`config.mk`:
```
export PLATFORM = sky130hd
export DESIGN_NAME = uart_rx_core
export DESIGN_NICKNAME = d
export VERILOG_FILES = /design/src/rtl/uart_pkg.sv /design/src/rtl/uart_rx_fifo.sv /design/src/rtl/uart_rx_core.sv
export SDC_FILE = /design/constraint.sdc
export NUM_CORES = 1
export LEC_CHECK = 0
export ABC_CLOCK_PERIOD_IN_PS = 2240
export BUFFER_PORTS_ARGS = -buffer_cell sky130_fd_sc_hd__buf_2
export CAP_MARGIN = 20
export CORE_MARGIN = 5
export CORE_UTILIZATION = 50
export DETAILED_ROUTE_END_ITERATION = 10
export PLACE_DENSITY = 0.64
export SLEW_MARGIN = 0
export SYNTH_ARGS = -nofsm -noshare
export SYNTH_HDL_FRONTEND = slang
export SYNTH_SLANG_ARGS = --single-unit
```
`constraint.sdc`:
```
create_clock -name clk -period 2.24 [get_ports clk]
set_input_delay 0.112 -clock clk [delete_from_list [all_inputs] [get_ports clk]]
set_output_delay 0.112 -clock clk [all_outputs]
set_load 0.01 [all_outputs]
```
`src/rtl/uart_pkg.sv`:
```
// Shared definitions for the UART receive path: state encoding and framing constants.
package uart_pkg;

  localparam int CLKS_PER_BIT_DEFAULT = 868;  // 100 MHz / 115200 baud
  localparam int UART_DATA_BITS       = 8;

  typedef enum logic [1:0] {
    IDLE,
    START,
    DATA,
    STOP
  } rx_state_e;

endpackage

```
`src/rtl/uart_rx_fifo.sv`:
```
// Receive FIFO: head presented combinationally, drops pushes when full unless a pop frees a slot.
module uart_rx_fifo #(
  parameter int DEPTH = 4,
  parameter int WIDTH = 8
) (
  input  logic             clk,
  input  logic             rstn,
  input  logic             push,
  input  logic [WIDTH-1:0] push_data,
  input  logic             pop,
  output logic [WIDTH-1:0] head,
  output logic             empty,
  output logic             full,
  output logic             overrun
);

  localparam int AW = $clog2(DEPTH);

  // Extra MSB on each pointer tells full from empty when the index bits match.
  logic [AW:0]      wr_ptr;
  logic [AW:0]      rd_ptr;
  logic [WIDTH-1:0] mem [DEPTH];
  logic             pop_ok;
  logic             push_ok;

  assign empty   = (wr_ptr == rd_ptr);
  assign full    = (wr_ptr[AW] != rd_ptr[AW]) && (wr_ptr[AW-1:0] == rd_ptr[AW-1:0]);
  assign pop_ok  = pop && !empty;
  assign push_ok = push && (!full || pop_ok);
  assign overrun = push && full && !pop_ok;
  assign head    = mem[rd_ptr[AW-1:0]];

  // NOTE: the storage is reset on purpose so the head reads 8'h00 out of reset;
  // at this depth the cost is negligible. Larger FIFOs would leave RAM unreset.
  always_ff @(posedge clk or negedge rstn) begin
    if (!rstn) begin
      wr_ptr <= '0;
      rd_ptr <= '0;
      for (int i = 0; i < DEPTH; i++) mem[i] <= '0;
    end else begin
      if (push_ok) begin
        mem[wr_ptr[AW-1:0]] <= push_data;
        wr_ptr              <= wr_ptr + (AW+1)'(1);
      end
      if (pop_ok) rd_ptr <= rd_ptr + (AW+1)'(1);
    end
  end

endmodule

```
`src/rtl/uart_rx_core.sv`:
```
// 8N1 UART receiver: synchronizer, mid-bit sampling FSM and a small receive FIFO.
module uart_rx_core
  import uart_pkg::*;
#(
  parameter int CLKS_PER_BIT = CLKS_PER_BIT_DEFAULT,
  parameter int FIFO_DEPTH   = 4
) (
  input  logic       clk,
  input  logic       rstn,
  input  logic       uart_rx,
  output logic [7:0] rx_data,
  output logic       rx_valid,
  input  logic       rx_ready,
  output logic       busy,
  output logic       frame_err,
  output logic       overrun_err
);

  localparam int              CW        = $clog2(CLKS_PER_BIT);
  localparam logic [CW-1:0]   BIT_LAST  = CW'(CLKS_PER_BIT - 1);
  localparam logic [CW-1:0]   HALF_LAST = CW'(CLKS_PER_BIT / 2 - 1);
  localparam logic [2:0]      LAST_IDX  = 3'(UART_DATA_BITS - 1);

  logic [1:0] sync_ff;
  logic       rx_s;
  logic       rx_prev;
  logic [1:0] warm;
  logic       armed;
  logic       fall;

  rx_state_e                 state, state_next;
  logic [CW-1:0]             cnt, cnt_next;
  logic [2:0]                bit_idx, bit_idx_next;
  logic [UART_DATA_BITS-1:0] shreg, shreg_next;
  logic                      push;
  logic                      frame_err_next;
  logic                      fifo_empty;
  logic                      fifo_full;
  logic                      fifo_overrun;

  assign rx_s = sync_ff[1];

  // A line already low at reset release must not look like a start edge, so edge
  // detection is armed only once a real synchronized high has been observed.
  always_ff @(posedge clk or negedge rstn) begin
    if (!rstn) begin
      sync_ff <= 2'b11;
      rx_prev <= 1'b1;
      warm    <= 2'b00;
      armed   <= 1'b0;
    end else begin
      sync_ff <= {sync_ff[0], uart_rx};
      rx_prev <= rx_s;
      warm    <= {warm[0], 1'b1};
      if (warm[1] && rx_s) armed <= 1'b1;
    end
  end

  assign fall = armed && rx_prev && !rx_s;

  // NOTE: every signal driven here gets a default first, so no path can infer a latch.
  always_comb begin
    state_next     = state;
    cnt_next       = cnt + 1'b1;
    bit_idx_next   = bit_idx;
    shreg_next     = shreg;
    push           = 1'b0;
    frame_err_next = 1'b0;
    unique case (state)
      IDLE: begin
        cnt_next = '0;
        if (fall) state_next = START;
      end
      START: begin
        if (cnt == HALF_LAST) begin
          cnt_next     = '0;
          bit_idx_next = '0;
          state_next   = rx_s ? IDLE : DATA;
        end
      end
      DATA: begin
        if (cnt == BIT_LAST) begin
          cnt_next   = '0;
          shreg_next = {rx_s, shreg[UART_DATA_BITS-1:1]};
          if (bit_idx == LAST_IDX) begin
            bit_idx_next = '0;
            state_next   = STOP;
          end else begin
            bit_idx_next = bit_idx + 3'd1;
          end
        end
      end
      STOP: begin
        // Leaving at mid stop bit leaves half a bit to catch a back-to-back start edge.
        if (cnt == BIT_LAST) begin
          cnt_next       = '0;
          state_next     = IDLE;
          push           = rx_s;
          frame_err_next = !rx_s;
        end
      end
      default: begin
        state_next = IDLE;
        cnt_next   = '0;
      end
    endcase
  end

  // NOTE: sequential state uses non-blocking assignments only, so every flop
  // samples the pre-edge values computed above.
  always_ff @(posedge clk or negedge rstn) begin
    if (!rstn) begin
      state       <= IDLE;
      cnt         <= '0;
      bit_idx     <= '0;
      shreg       <= '0;
      frame_err   <= 1'b0;
      overrun_err <= 1'b0;
    end else begin
      state       <= state_next;
      cnt         <= cnt_next;
      bit_idx     <= bit_idx_next;
      shreg       <= shreg_next;
      frame_err   <= frame_err_next;
      overrun_err <= fifo_overrun;
    end
  end

  assign busy     = (state != IDLE);
  assign rx_valid = !fifo_empty;

  uart_rx_fifo #(
    .DEPTH (FIFO_DEPTH),
    .WIDTH (UART_DATA_BITS)
  ) u_fifo (
    .clk       (clk),
    .rstn      (rstn),
    .push      (push),
    .push_data (shreg),
    .pop       (rx_ready),
    .head      (rx_data),
    .empty     (fifo_empty),
    .full      (fifo_full),
    .overrun   (fifo_overrun)
  );

endmodule
```
== Word-level counts from Yosys, hierarchy flattened ==
Index checks and enable logic that the tools add are counted.

* ROM bits: 0
* Word-level logic and storage cells: 84
* Latch bits: 0
* Register bits after elaboration: 69
* Memories: 0
* RAM bits: 0
* Output and inout port bits: 12

* Multipliers: 0
* Shift operators: 0
* Bitwise gates (word level): 2
* Order comparisons: 3
* Equal/unequal tests: 14
* Reductions and logical operators: 21
* Divide/modulo/power cells: 0
* $add $sub $neg: 4
* Muxes and demuxes: 24

{| class="wikitable"
|+ Operator list
! kind !! count
|-
| $bwmux W32 || 1
|-
| $pmux W10 S3 || 1
|-
| $mux W8 || 3
|-
| $mux W10 || 2
|-
| $bmux W8 S2 || 1
|-
| $demux W8 S2 || 1
|-
| $mux W2 || 6
|-
| $add A10 B1 Y10 const B || 1
|-
| $eq A10 B10 Y1 const B || 1
|-
| $eq A10 B9 Y1 const B || 1
|-
| $ne A2 B2 Y1 const B || 5
|-
| $add A3 B1 Y3 const B || 3
|-
| $logic_and A1 B1 Y1 || 9
|-
| $mux W3 || 3
|-
| $pmux W2 S4 || 1
|-
| $ge A3 B3 Y1 const B || 2
|-
| $not A2 Y3 || 2
|-
| $pmux W3 S2 || 1
|-
| $reduce_and A5 Y1 || 1
|-
| $eq A2 B2 Y1 const B || 2
|-
| $logic_not A1 Y1 || 4
|-
| $mux W1 || 4
|-
| $reduce_bool A2 Y1 || 2
|-
| $eq A3 B3 Y1 || 1
|-
| 10 further kinds || 10
|}

== Logic depth before layout (Yosys ltp) ==
Gate-level depths: netlist of the first run.

* Word-level depth: 6
* Mapped depth: 8
* Mapped depth without buffers: 6

== Hierarchy ==
Synthesis of the first run repeated with hierarchy kept, for this count alone.

* Cell total of the unflattened synthesis: 228
* Area, all modules: 3249.4 um^2

{| class="wikitable"
|+ Modules (own cells, without submodules)
! module !! times used !! cells each !! area each (um^2)
|-
| uart_rx_fifo || 1 || 116 || 1900.6
|-
| uart_rx_core || 1 || 112 || 1348.8
|}

== Least setup slack after synthesis of the first run ==
Ideal clock, no wire load.

* Path type: reg-to-reg
* Start point: register cnt[0]
* End point: register u_fifo.wr_ptr[1]
* Period minus slack after synthesis: 2.031 ns
* Library setup time: 0.125 ns
* Cell stages (with the launch flop): 8
* Arrival time: 1.906 ns
* Path buffers: 2
* Slack: 0.209 ns
* Cell sequence: dfrtp_1 ha_1 buf_2 nand3_1 or3_1 clkbuf_1 nor3_1 mux2_2

* Word-level cells in the longest chain between the ends: 4

{| class="wikitable"
|+ Ends and longest elaborated chain
! what !! RTL line !! text
|-
| from (decl) || uart_rx_core.sv:32 || <nowiki>logic [CW-1:0] cnt, cnt_next;</nowiki>
|-
| from (signal assigned) || uart_rx_core.sv:121 || <nowiki>cnt <= cnt_next;</nowiki>
|-
| $eq A10 B10 Y1 || uart_rx_core.sv:95 || <nowiki>if (cnt == BIT_LAST) begin</nowiki>
|-
| $mux W1 || uart_rx_core.sv:95 ||
|-
| $mux W1 || uart_rx_core.sv:69 || <nowiki>unique case (state)</nowiki>
|-
| $logic_and A1 B1 Y1 || uart_rx_fifo.sv:29 || <nowiki>assign push_ok = push && (!full || pop_ok);</nowiki>
|-
| to (signal assigned) || uart_rx_fifo.sv:43 || <nowiki>wr_ptr <= wr_ptr + (AW+1)'(1);</nowiki>
|-
| to (decl) || uart_rx_fifo.sv:20 || <nowiki>logic [AW:0] wr_ptr;</nowiki>
|}

No other way between the ends.
A chain may end at the register's enable or synchronous reset.

== Worst setup path after layout of the first run ==
* Start point: register cnt[7]
* End point: register u_fifo.mem[6] in the netlist's numbering

* Word-level cells in the longest chain between the ends: 4

{| class="wikitable"
|+ Ends and longest elaborated chain
! what !! RTL line !! text
|-
| $eq A10 B10 Y1 || uart_rx_core.sv:95 ||
|-
| $mux W1 || uart_rx_core.sv:95 ||
|-
| $mux W1 || uart_rx_core.sv:69 ||
|-
| $logic_and A1 B1 Y1 || uart_rx_fifo.sv:29 ||
|-
| to (signal, indexed assignment) || uart_rx_fifo.sv:42 || <nowiki>mem[wr_ptr[AW-1:0]] <= push_data;</nowiki>
|-
| to (decl) || uart_rx_fifo.sv:22 || <nowiki>logic [WIDTH-1:0] mem [DEPTH];</nowiki>
|}

No other way between the ends.

==> results.py, run 1 <==
metrics = {
    "run_status": {
        "status": "finished clean",
    },
    "cells_and_area": {
        "regArea_um2": 1730,
        "layout-drive-gt1-share_pct": 38.7,
        "final_common_cell": "dfrtp_1",
        "diodes": 0,
        "syn2layout_area_growth_pct": 13.7,
        "nets": 279,
        "n_fill_cell": 515,
        "multi_input_area_um2": 1450,
        "final_cell_mix": "dfrtp_1, mux2_4, buf_4",
    },
    "setup_path": {
        "cp_data_required_time_ns": 2.46,
        "endpoint": "u_fifo.mem[6]",
        "r2r_setup_slack_ns": 0.11,
        "r2r_start": "cnt[7]",
        "arrival_ns": 2.35,
        "cp-end-kind": "flip-flop",
        "crit_path_start_kind": "flip-flop",
        "cp_max_fo": 4,
        "worstSetupStartpoint": "cnt[7]",
        "crit_type": "flip-flop to flip-flop",
        "worstRegToRegCells": 5,
        "reg2reg_to": "u_fifo.mem[6]",
    },
    "synthesis": {
        "synth-edff-count": 0,
        "syn_nets": 246,
        "synth_seq_cells": 69,
        "yosys_warnings": 0,
        "synth.distinct_cells": 41,
        "ys.flop_type": "dfrtp_1",
        "yosysSeqAreaShare_pct": 52.7,
        "synth_area_um2": 3280,
        "synth_cells": 233,
        "syn_avg_cell_area_um2": 14.1,
        "async_flop_share_pct": 100,
    },
    "timing": {
        "period_share_pct": 95.0,
        "rsz0062_at_grt": "no",
        "setup_tns_ns": 0,
        "worst-slew-pin-transition_ns": 0.612,
        "hold_violations": 0,
        "setup_viol": 0,
        "drv_slew": 0,
        "finalClockSkew_ns": 0.0127,
        "period_needed_ns": 2.13,
        "fmax_mhz": 470,
        "max-slew-margin-rel_pct": 59.2,
    },
    "clock_network": {
        "cts-root-buf": "clkbuf_8",
        "tritoncts": "built",
        "clock-sinks": 69,
        "clkSlewWorstSetupHoldPaths_ns": 0.07,
        "cts_buffers": 9,
        "cts_htree_levels": 3,
        "worstSkewPairLatency_ns": 0.35,
        "cts_repair_resize_count": 0,
        "cts_buffer_depth": 2,
    },
    "floorplan": {
        "dieArea_um2": 8280,
        "fp.coreArea_um2": 6350,
        "floorplan.initialDensity_pct": 51.7,
        "fp.dieW_um": 91.0,
        "io_pins": 16,
        "die_height_um": 91.0,
        "row_count": 29,
    },
    "global_routing": {
        "globalRouteTotalUtil_pct": 15.5,
        "antenna_found_initial": 0,
        "grt_pass1_wl_um": 10100,
        "grt_max_degree": 29,
        "grt_pass1_vias": 2029,
        "grt_overflow": 0,
    },
    "route": {
        "drt_first_pass_iters": 4,
        "drt-initial-drc-count": 45,
        "avgViaCountPerCell": 5.28,
        "antenna_left": 0,
        "drc_errors": 0,
        "vias": 1838,
        "wire_per_inst_um": 16.5,
        "routed_wl_um": 5760,
    },
    "place": {
        "port-buffer-count": 15,
        "dp_hpwl_um": 3900,
        "globalplace.congestion": 0.744,
    },
    "pwr": {
        "p_per_area_nw_per_um2": 811,
        "power_leakage_nw": 1.85,
        "ir_drop_mv": 0.582,
        "power_mw": 3.03,
    },
    "worst_hold_path": {
        "hold_class": "input pin to flip-flop",
    },
    "run": {
        "maxCapViolations": 0,
    },
}
## worst max-delay path, stage by stage, from the launching register on
cell and delay, ns:
dfrtp_1 0.41, nand4bb_1 0.25, or2_1 0.28, or4_1 0.57, buf_4 0.20, mux2_4 0.30
## cell usage after synthesis, drive strengths merged, types with 2 or more instances
| cell | n | area, um^2 |
|---|---|---|
| dfstp | 3 | 78.8 |
| or4 | 5 | 37.5 |
| nand4 | 6 | 37.5 |
| mux2i | 3 | 30.0 |
| or2 | 2 | 15.0 |
| xor2 | 6 | 52.6 |
| o22ai | 3 | 18.8 |
| nor2 | 15 | 56.3 |
| clkbuf | 4 | 15.0 |
| buf | 9 | 72.6 |
| ha | 9 | 113 |
| xnor2 | 9 | 78.8 |
| dfrtp | 66 | 1650 |
| inv | 5 | 18.8 |
| nand3 | 8 | 40.0 |
| nor3 | 3 | 15.0 |
| mux2 | 42 | 593 |
| nand2 | 9 | 33.8 |
| mux4 | 8 | 180 |
## logic make-up after synthesis
family	Yosys count	share of synthesized area, %
XOR/XNOR	15	4.00
AND/OR/NAND/NOR	59	9.88
AO/OA/AOI/OAI	9	2.14
other	1	0.114
multiplexers	53	24.5
buffers and inverters	18	3.24
adder cells (fa/ha/maj)	9	3.43
flip-flops	69	52.7
## per-stage QoR
stage               setup slack [ns]  cell area (um^2)  cells  hold WS, ns  util, %
floorplan                      0.209              3280    233       -0.184        -
global placement               0.167              3500    330        0.162     55.1
detailed placement             0.121              3500    330        0.163     55.1
CTS                            0.109              3730    348       0.0297     58.8
global route                  0.0162              3730    348       0.0404     58.8
finish                         0.112              3730    348       0.0458     58.8
## registers in the layout, indices dropped and copies added (netlist names), named ones only
| name | cells |
|---|---|
| u_fifo.rd_ptr | 3 |
| u_fifo.wr_ptr | 3 |
| overrun_err | 1 |
| shreg | 8 |
| rx_prev | 1 |
| u_fifo.mem | 32 |
| armed | 1 |
| frame_err | 1 |
| sync_ff | 2 |
| state | 1 |
| warm | 2 |
| bit_idx | 3 |
| cnt | 10 |
## worst min-delay path by stage
stage	startpoint	to	slack [ns]	cells past startpoint
floorplan	rstn	async pin	-0.18	0
global placement	rstn	u_fifo.mem[17]	0.16	1
detailed placement	rstn	u_fifo.mem[17]	0.16	1
CTS	rx_ready	u_fifo.rd_ptr[2]	0.03	3
global route	rx_ready	u_fifo.rd_ptr[2]	0.04	3
finish	rx_ready	u_fifo.rd_ptr[2]	0.05	3
## layer usage
layer  wire length (um)  track usage (%)  part of all wire (%)
met5                  0                0                     0
met1               2720             20.7                    47
met2               2750             23.3                    48
met4                 93             5.13                   1.6
met3                198             5.87                   3.4
## report_power, final
part | total, mW | switching [mW] | internal (mW)
combinational | 0.579 | 0.303 | 0.276
clock | 1.05 | 0.473 | 0.574
sequential | 1.40 | 0.0733 | 1.33
total | 3.03 | 0.848 | 2.18
## final cells by class
| cell class | count | area share (%) |
|---|---|---|
| inverters | 5 | 0.503 |
| well taps | 77 | 2.58 |
| clock buffers | 11 | 4.06 |
| multi-input cells | 146 | 38.7 |
| clock inverters | 5 | 1.58 |
| flip-flops and latches | 69 | 46.4 |
| repair buffers | 35 | 6.17 |
## timing repair
action,4_1_cts,5_1_grt
hold endpoints to repair,22,0
buffers inserted,0,0
hold buffers,2,0
Note: power is estimated with default switching activity, not from simulation.
==> inputs of run 2 (changes only) <==
--- a/config.mk
+++ b/config.mk
@@ -6,11 +6,12 @@
 export NUM_CORES = 1
 export LEC_CHECK = 0
 export ABC_CLOCK_PERIOD_IN_PS = 2240
-export BUFFER_PORTS_ARGS = -buffer_cell sky130_fd_sc_hd__buf_2
+export BUFFER_PORTS_ARGS = -buffer_cell sky130_fd_sc_hd__clkbuf_2
 export CAP_MARGIN = 20
-export CORE_MARGIN = 5
+export CORE_MARGIN = 8
 export CORE_UTILIZATION = 50
 export DETAILED_ROUTE_END_ITERATION = 10
+export GPL_TIMING_DRIVEN = 0
 export PLACE_DENSITY = 0.64
 export SLEW_MARGIN = 0
 export SYNTH_ARGS = -nofsm -noshare
==> run 2 against run 1 <==
Effect of this change:
- count of clock-buffer cells in the layout grew 1
- non-clock buffer count down 1
- total power rose by 6.4%
- sequential share of layout area shrank 0.76 points
- fmax fell by 1.2%
- cell count down 0.29%
- routed wire length barely moved
- global-route usage decreased by 2.8 points
- core utilization rose by 0.99 points
- clock skew is 0.0041 ns lower
- design area is 1.7% higher
- die area grew 14%
- critical endpoint is now u_fifo.mem[23]
- highest routed layer unchanged
==> results.py, run 2 (same netlist as run 1, synthesis figures left out) <==
metrics = {
    "run_status": {
        "status": "finished clean",
    },
    "route": {
        "drt_first_pass_iters": 4,
        "routed_wl_um": 5760,
        "avgViaCountPerCell": 5.36,
        "drt-initial-drc-count": 54,
        "vias": 1861,
        "drc_errors": 0,
        "wire_per_inst_um": 16.6,
        "antenna_left": 0,
    },
    "clock_network": {
        "cts_buffers": 9,
        "tritoncts": "built",
        "cts_buffer_depth": 2,
        "cts_htree_levels": 3,
        "worstSkewPairLatency_ns": 0.34,
        "clkSlewWorstSetupHoldPaths_ns": 0.07,
        "cts-root-buf": "clkbuf_8",
        "clock-sinks": 69,
    },
    "cells_and_area": {
        "final_common_cell": "dfrtp_1",
        "final_cells": 347,
        "syn2layout_area_growth_pct": 15.6,
        "nets": 278,
        "layout-drive-gt1-share_pct": 37.8,
        "largest_reg_flops": 32,
        "largest-register": "u_fifo.mem",
        "post-route-util_pct": 59.7,
        "diodes": 0,
        "final_cell_mix": "dfrtp_1, mux2_4, nor2_1",
        "top_regs": "u_fifo.mem x32, cnt x10, shreg x8",
    },
    "global_routing": {
        "antenna_found_initial": 0,
        "grt_max_degree": 53,
        "globalRouteTotalUtil_pct": 12.7,
        "grt_pass1_wl_um": 9650,
        "grt.met3_usage_pct": 4.27,
        "use_met2_pct": 20.5,
        "busiest_layer": "met2",
        "grt_pass1_vias": 1962,
        "met1_usage_pct": 14.8,
        "grt_overflow": 0,
    },
    "timing": {
        "setup_viol": 0,
        "hold_violations": 0,
        "drv_slew": 0,
        "period_needed_ns": 2.15,
        "period_share_pct": 96.1,
        "fmax_mhz": 465,
        "finalClockSkew_ns": 0.00854,
        "whs_ns": 0.0627,
    },
    "floorplan": {
        "io_pins": 16,
        "dieArea_um2": 9410,
        "row_count": 29,
        "fp.coreArea_um2": 6350,
        "die_height_um": 97.0,
        "fp.dieW_um": 97.0,
        "floorplan.initialDensity_pct": 51.7,
    },
    "run": {
        "maxCapViolations": 0,
    },
    "setup_path": {
        "crit_type": "flip-flop to flip-flop",
        "cp_max_fo": 8,
        "reg2reg_to": "u_fifo.mem[23]",
        "cp_data_required_time_ns": 2.45,
        "arrival_ns": 2.37,
        "worstRegToRegCells": 5,
        "r2r_start": "cnt[2]",
        "cp-end-kind": "flip-flop",
        "crit_path_start_kind": "flip-flop",
        "r2r_setup_slack_ns": 0.09,
    },
    "worst_hold_path": {
        "hp-start": "rx_ready",
        "min_to": "u_fifo.rd_ptr[2]",
        "hold_class": "input pin to flip-flop",
        "holdPathStages": 3,
    },
    "place": {
        "dp_hpwl_um": 3810,
        "port-buffer-count": 15,
        "globalplace.congestion": 0.795,
        "place_inst": 326,
    },
    "pwr": {
        "ir_drop_mv": 0.763,
        "power_mw": 3.22,
        "p_per_area_nw_per_um2": 849,
        "power_leakage_nw": 1.87,
    },
}
-- run 2: cell count changes in the layout (fill, tap and decap cells not counted), moves of 2 or more --
cell	previous run	this run
clkinvlp_4	2	0
bufinv_16	1	3
buf_4	18	6
buf_2	15	2
buf_6	0	4
clkbuf_2	0	14
clkbuf_1	0	4
clkbuf_4	0	2
-- run 2: worst max path at each step --
stage | start | endpoint | depth (start not counted)
2_1_floorplan | cnt[0] | u_fifo.wr_ptr[1] | 7
3_3_place_gp | cnt[0] | u_fifo.wr_ptr[1] | 7
4_1_cts | cnt[1] | bit_idx[1] | 8
6_report | cnt[2] | u_fifo.mem[23] | 5
3_5_place_dp | cnt[0] | u_fifo.wr_ptr[1] | 7
5_1_grt | cnt[0] | u_fifo.wr_ptr[1] | 7
-- run 2: layout make-up --
cell class,instances,area (um^2)
fill,493,2560
clock buffer,12,155
clock inverter,4,95.1
inverter,5,18.8
timing repair buffer,22,155
tap,77,96.3
buffer,12,88.8
multi-input combinational,146,1450
sequential,69,1730
-- run 2: worst max-delay path: stages (launching register included) --
cell     delay [ns]
dfrtp_1        0.45
or2_4          0.30
or2_1          0.26
or4_1          0.54
buf_6          0.18
mux2_4         0.30
-- run 2: report_power, final --
| part | switching [mW] | internal [mW] |
|---|---|---|
| combinational | 0.301 | 0.270 |
| sequential | 0.0760 | 1.33 |
| clock | 0.446 | 0.799 |
-- run 2: layer usage --
metal  vias to the layer above  routed length [um]
met1                       928                2660
met5                         -                   0
li1                        891                   -
met3                        13                 204
met2                        29                2770
met4                         0                 125
-- run 2: through the flow --
step           cell area [um^2]  setup TNS [ns]  setup WS (ns)
4_1_cts                    3780               0        0.00718
2_1_floorplan              3280               0          0.209
5_1_grt                    3790        -0.00977       -0.00977
3_3_place_gp               3450         -0.0793        -0.0199
6_report                   3790               0         0.0872
3_5_place_dp               3480          -0.201        -0.0447
-- run 2: timing repair --
action,4_1_cts,5_1_grt
hold endpoints to repair,18,0
setup buffers,3,1
resized for setup,1,4
hold buffers,2,0
endpoints found under the setup margin,17,15
pin swaps,1,0
